===== config.mk =====
export PLATFORM = sky130hd
export DESIGN_NAME = sfr_bus_arb
export DESIGN_NICKNAME = d
export VERILOG_FILES = /design/src/rtl/sfr_bus_arb.sv
export SDC_FILE = /design/constraint.sdc
export NUM_CORES = 1
export LEC_CHECK = 0
export BUFFER_PORTS_ARGS = -buffer_cell sky130_fd_sc_hd__clkbuf_2
export CORE_AREA = 8 8 115 117
export DETAILED_ROUTE_END_ITERATION = 7
export DIE_AREA = 0 0 123 125
export PLACE_DENSITY_LB_ADDON = 0.05
export SYNTH_ARGS = -nofsm -noshare
export SYNTH_HDL_FRONTEND = slang
export SYNTH_SLANG_ARGS = --single-unit

===== constraint.sdc =====
create_clock -name clk_i -period 4.2 [get_ports clk_i]
set_input_delay 1.05 -clock clk_i [delete_from_list [all_inputs] [get_ports clk_i]]
set_output_delay 1.05 -clock clk_i [all_outputs]
set_load 0.02 [all_outputs]

===== src/rtl/sfr_bus_arb.sv =====
// Two-master round-robin arbiter in front of the tile SFR split-transaction slave port.
// Allows one outstanding read at a time. The read response is routed back to the issuing master, with a response timeout as backstop.
module sfr_bus_arb #(
  parameter int unsigned RESP_TIMEOUT  = 16,
  parameter logic [31:0] TIMEOUT_RDATA = 32'hBADC0DE0
) (
  input  logic        clk_i,
  input  logic        rst_i,

  input  logic        m0_req_i,
  input  logic        m0_we_i,
  input  logic [31:0] m0_addr_bi,
  input  logic [3:0]  m0_be_bi,
  input  logic [31:0] m0_wdata_bi,
  output logic        m0_ack_o,
  output logic        m0_resp_o,
  output logic [31:0] m0_rdata_bo,

  input  logic        m1_req_i,
  input  logic        m1_we_i,
  input  logic [31:0] m1_addr_bi,
  input  logic [3:0]  m1_be_bi,
  input  logic [31:0] m1_wdata_bi,
  output logic        m1_ack_o,
  output logic        m1_resp_o,
  output logic [31:0] m1_rdata_bo,

  output logic        s_req_o,
  output logic        s_we_o,
  output logic [31:0] s_addr_bo,
  output logic [3:0]  s_be_bo,
  output logic [31:0] s_wdata_bo,
  input  logic        s_ack_i,
  input  logic        s_resp_i,
  input  logic [31:0] s_rdata_bi,

  output logic        timeout_o
);

  localparam int unsigned TW = (RESP_TIMEOUT == 0) ? 1 : $clog2(RESP_TIMEOUT + 1);
  localparam bit          T_EN = (RESP_TIMEOUT != 0);
  localparam logic [TW-1:0] T_LAST = TW'((RESP_TIMEOUT == 0) ? 0 : RESP_TIMEOUT - 1);
  localparam logic [TW-1:0] T_MAX  = TW'(RESP_TIMEOUT);

  typedef enum logic {
    IDLE    = 1'b0,
    RD_WAIT = 1'b1
  } state_t;

  state_t        state, state_nxt;
  logic          rr_ptr;
  logic          lock;
  logic          lock_idx;
  logic          owner;
  logic [TW-1:0] timer;

  logic          grant_idx;
  logic          grant_req;
  logic          handshake;
  logic          timeout_hit;
  logic          resp_evt;
  logic [31:0]   resp_data;

  // A pending request without an ack stays locked. This prevents the slave from seeing the request change under it.
  always_comb begin
    grant_idx = rr_ptr;
    if (lock)
      grant_idx = lock_idx;
    else if (m0_req_i && !m1_req_i)
      grant_idx = 1'b0;
    else if (m1_req_i && !m0_req_i)
      grant_idx = 1'b1;
    grant_req = grant_idx ? m1_req_i : m0_req_i;
  end

  assign s_req_o    = (state == IDLE) && grant_req;
  assign s_we_o     = grant_idx ? m1_we_i     : m0_we_i;
  assign s_addr_bo  = grant_idx ? m1_addr_bi  : m0_addr_bi;
  assign s_be_bo    = grant_idx ? m1_be_bi    : m0_be_bi;
  assign s_wdata_bo = grant_idx ? m1_wdata_bi : m0_wdata_bi;

  assign handshake = s_req_o && s_ack_i;
  assign m0_ack_o  = handshake && !grant_idx;
  assign m1_ack_o  = handshake &&  grant_idx;

  // A real response in the final timer cycle takes precedence over the timeout.
  assign timeout_hit = T_EN && (state == RD_WAIT) && (timer == T_LAST) && !s_resp_i;
  assign resp_evt    = (state == RD_WAIT) && (s_resp_i || timeout_hit);
  assign resp_data   = s_resp_i ? s_rdata_bi : TIMEOUT_RDATA;

  assign m0_resp_o   = resp_evt && !owner;
  assign m1_resp_o   = resp_evt &&  owner;
  assign m0_rdata_bo = m0_resp_o ? resp_data : 32'h0;
  assign m1_rdata_bo = m1_resp_o ? resp_data : 32'h0;
  assign timeout_o   = timeout_hit;

  always_comb begin
    state_nxt = state;
    unique case (state)
      IDLE:    if (handshake && !s_we_o) state_nxt = RD_WAIT;
      RD_WAIT: if (s_resp_i || timeout_hit) state_nxt = IDLE;
      default: state_nxt = IDLE;
    endcase
  end

  always_ff @(posedge clk_i or posedge rst_i) begin
    if (rst_i)
      state <= IDLE;
    else
      state <= state_nxt;
  end

  // Arbitration bookkeeping and response timer. The timer saturates instead of wrapping.
  always_ff @(posedge clk_i or posedge rst_i) begin
    if (rst_i) begin
      rr_ptr   <= 1'b0;
      lock     <= 1'b0;
      lock_idx <= 1'b0;
      owner    <= 1'b0;
      timer    <= '0;
    end else if (state == IDLE) begin
      if (handshake) begin
        rr_ptr <= ~grant_idx;
        lock   <= 1'b0;
        if (!s_we_o) begin
          owner <= grant_idx;
          timer <= '0;
        end
      end else if (grant_req) begin
        lock     <= 1'b1;
        lock_idx <= grant_idx;
      end else begin
        lock <= 1'b0;
      end
    end else if (T_EN && !s_resp_i && !timeout_hit && (timer != T_MAX)) begin
      timer <= timer + 1'b1;
    end
  end

endmodule


==> results.json <==
{
  "outcome": "completed",
  "whs_ns": 0.513,
  "setup_viol": 0,
  "synth_top_area_cell": "mux2_4",
  "hold_class": "flip-flop to flip-flop",
  "fmax_mhz": 275,
  "num_antenna_cells": 0,
  "fin_ws_ns": 0.569,
  "firstDrtPassIters": 6,
  "coreArea_um2": 11600,
  "overflow": 0,
  "ctsResizeCount": 0,
  "ys_warn_count": 0,
  "die_area_um2": 15400,
  "clock_path_buffers": 2,
  "clock_latency_ns": 0.23,
  "cts_setup_buffers": 0,
  "finalCriticalPeriod_ns": 3.63,
  "die_w_um": 123,
  "synth_nets": 433,
  "clock_skew_ns": 0.00151,
  "drt_iter0_drc": 83,
  "row_count": 40,
  "worst-path-max-fanout": 33,
  "area_growth_pct": 79.7,
  "die_h_um": 125,
  "syn_area_um2": 2210,
  "final_cell_mix": "clkbuf_2, nor2_1, mux2_4",
  "vdd_ir_drop_max_v": 0.000288,
  "worst_pin_slew_ns": 1.15,
  "remaining_drc_errors": 0,
  "worstPathRequired_ns": 3.15,
  "cts_hold_buf": 0,
  "finalWirelength_um": 12200,
  "wire_per_inst_um": 17.4,
  "vias": 2960,
  "final_common_cell": "clkbuf_2",
  "crit_arrival_ns": 2.58,
  "synth_cell_type_count": 38,
  "drv_cap": 0,
  "fin_util_pct": 34.2,
  "final_nets": 737,
  "clock-root-buffer": "clkbuf_16",
  "finalHoldViolCount": 0,
  "final_max_slew_viol_count": 0,
  "synthTopCellsByArea": "mux2_4, nor2_1, dfrtp_1",
  "viasPerCell": 4.20,
  "clock-sinks": 10,
  "cts_tree": "yes",
  "pre_cts_ws_ns": 0.646,
  "antenna_found_initial": 0,
  "postSynthAreaPerCell_um2": 8.70,
  "synth_top_area_share_pct": 45.5,
  "grt_max_degree": 54,
  "grt_pass1_vias": 3114,
  "yosys_register_bits": 10,
  "grt_first_pass_wirelength_um": 17800,
  "htreeDepth": 1,
  "cts_made_buffers": 3,
  "grt_setup_unrepaired": "no",
  "track_usage_pct": 14.5,
  "powerDensity_nw_per_um2": 543,
  "clk_pin_slew_worst_paths_ns": 0.04,
  "gp_congestion": 0.786,
  "dp_hpwl_um": 10800,
  "timing.rr.start": "timer[0]",
  "ys_seq_area_share_pct": 11.3,
  "synthCells": 254,
  "relSlewSlack_pct": 23.6,
  "p_leak_nw": 2.48,
  "ioPinCount": 315,
  "cp-end-kind": "output port",
  "min_from": "rr_ptr",
  "start_kind": "flip-flop",
  "worstSetupPathType": "flip-flop to output port",
  "crit_start": "timer[0]",
  "port_buffers": 314,
  "final.period_utilization_pct": 86.5,
  "tns_ns": 0,
  "start_util_pct": 19.0,
  "drive_above_1_share_pct": 72.0,
  "ant_nets": 0
}
## sequential cells by signal, indices dropped and copies added (netlist names)
register	flops
timer	5
lock	1
lock_idx	1
owner	1
rr_ptr	1
state	1
## worst paths after layout
| check | endpoint | slack [ns] | cells after the start |
|---|---|---|---|
| worst max-delay path | m0_rdata_bo[31] | 0.57 | 7 |
| worst min-delay path | rr_ptr | 0.51 | 1 |
| worst max register to register | timer[4] | 1.90 | 7 |
| worst min register to register | rr_ptr | 0.51 | 1 |
| max in group asynchronous | timer[1] | 3.13 | 2 |
| min in group asynchronous | lock_idx | 0.78 | 2 |
## final cells by class
cell class              instances  area (um2)
clock buffers                   4        88.8
inverters                       9        33.8
well taps                     147         184
fillers                      1236        7640
flip-flops and latches         10         250
multi-input cells             216        1800
repair buffers                318        1610
## critical path, cell delays in order (launching register included)
cell	delay, ns
dfrtp_1	0.42
ha_1	0.25
and3_1	0.19
ha_1	0.21
nor2_1	0.10
or3_1	0.87
nor2_1	0.10
clkbuf_2	0.20
## cells by family after synthesis
logic type                 Yosys count  synth area share, %
AOI/OAI and AO/OA                   21                 7.76
adders and majority gates            3                 1.70
buffers and inverters               28                 7.30
DFF                                 10                 11.3
muxes                               70                 47.0
and+or+nand+nor                    122                 24.9
## layer usage
layer  wire [um]  track usage [%]  vias up
li1            -                -     1459
met1        3830             13.0     1343
met2        6900             30.5      148
met3        1300             4.32       10
met4         180             2.20        0
met5           0                0        -
## cell usage after synthesis (all sizes together)
master,instances
o31a,1
nand2,19
buf,8
nor4,1
mux2i,1
ha,3
nor2b,21
a31oi,1
o211ai,1
or3,1
clkbuf,11
o31ai,2
o22ai,1
a21oi,3
nor2,72
mux2,69
nor4bb,1
a22oi,3
o21a,1
a21o,3
dfrtp,10
nand3,2
or2,1
inv,9
and3,1
nor3b,1
a211oi,1
nor3,1
o21ai,4
or3b,1
## power breakdown
group          switching (W)  internal (W)
logic               0.000971      0.000801
clock network      0.0000456      0.000143
registers          0.0000539      0.000141
## through the flow
step	instance area, um2	power (W)	instances
3_3_place_gp	3880	0.00200	700
5_1_grt	3970	0.00229	704
6_report	3970	0.00216	704
4_1_cts	3970	0.00220	704
2_1_floorplan	2210	0.00153	254
3_5_place_dp	3880	0.00200	700
Power figures use the tool's default switching activity.
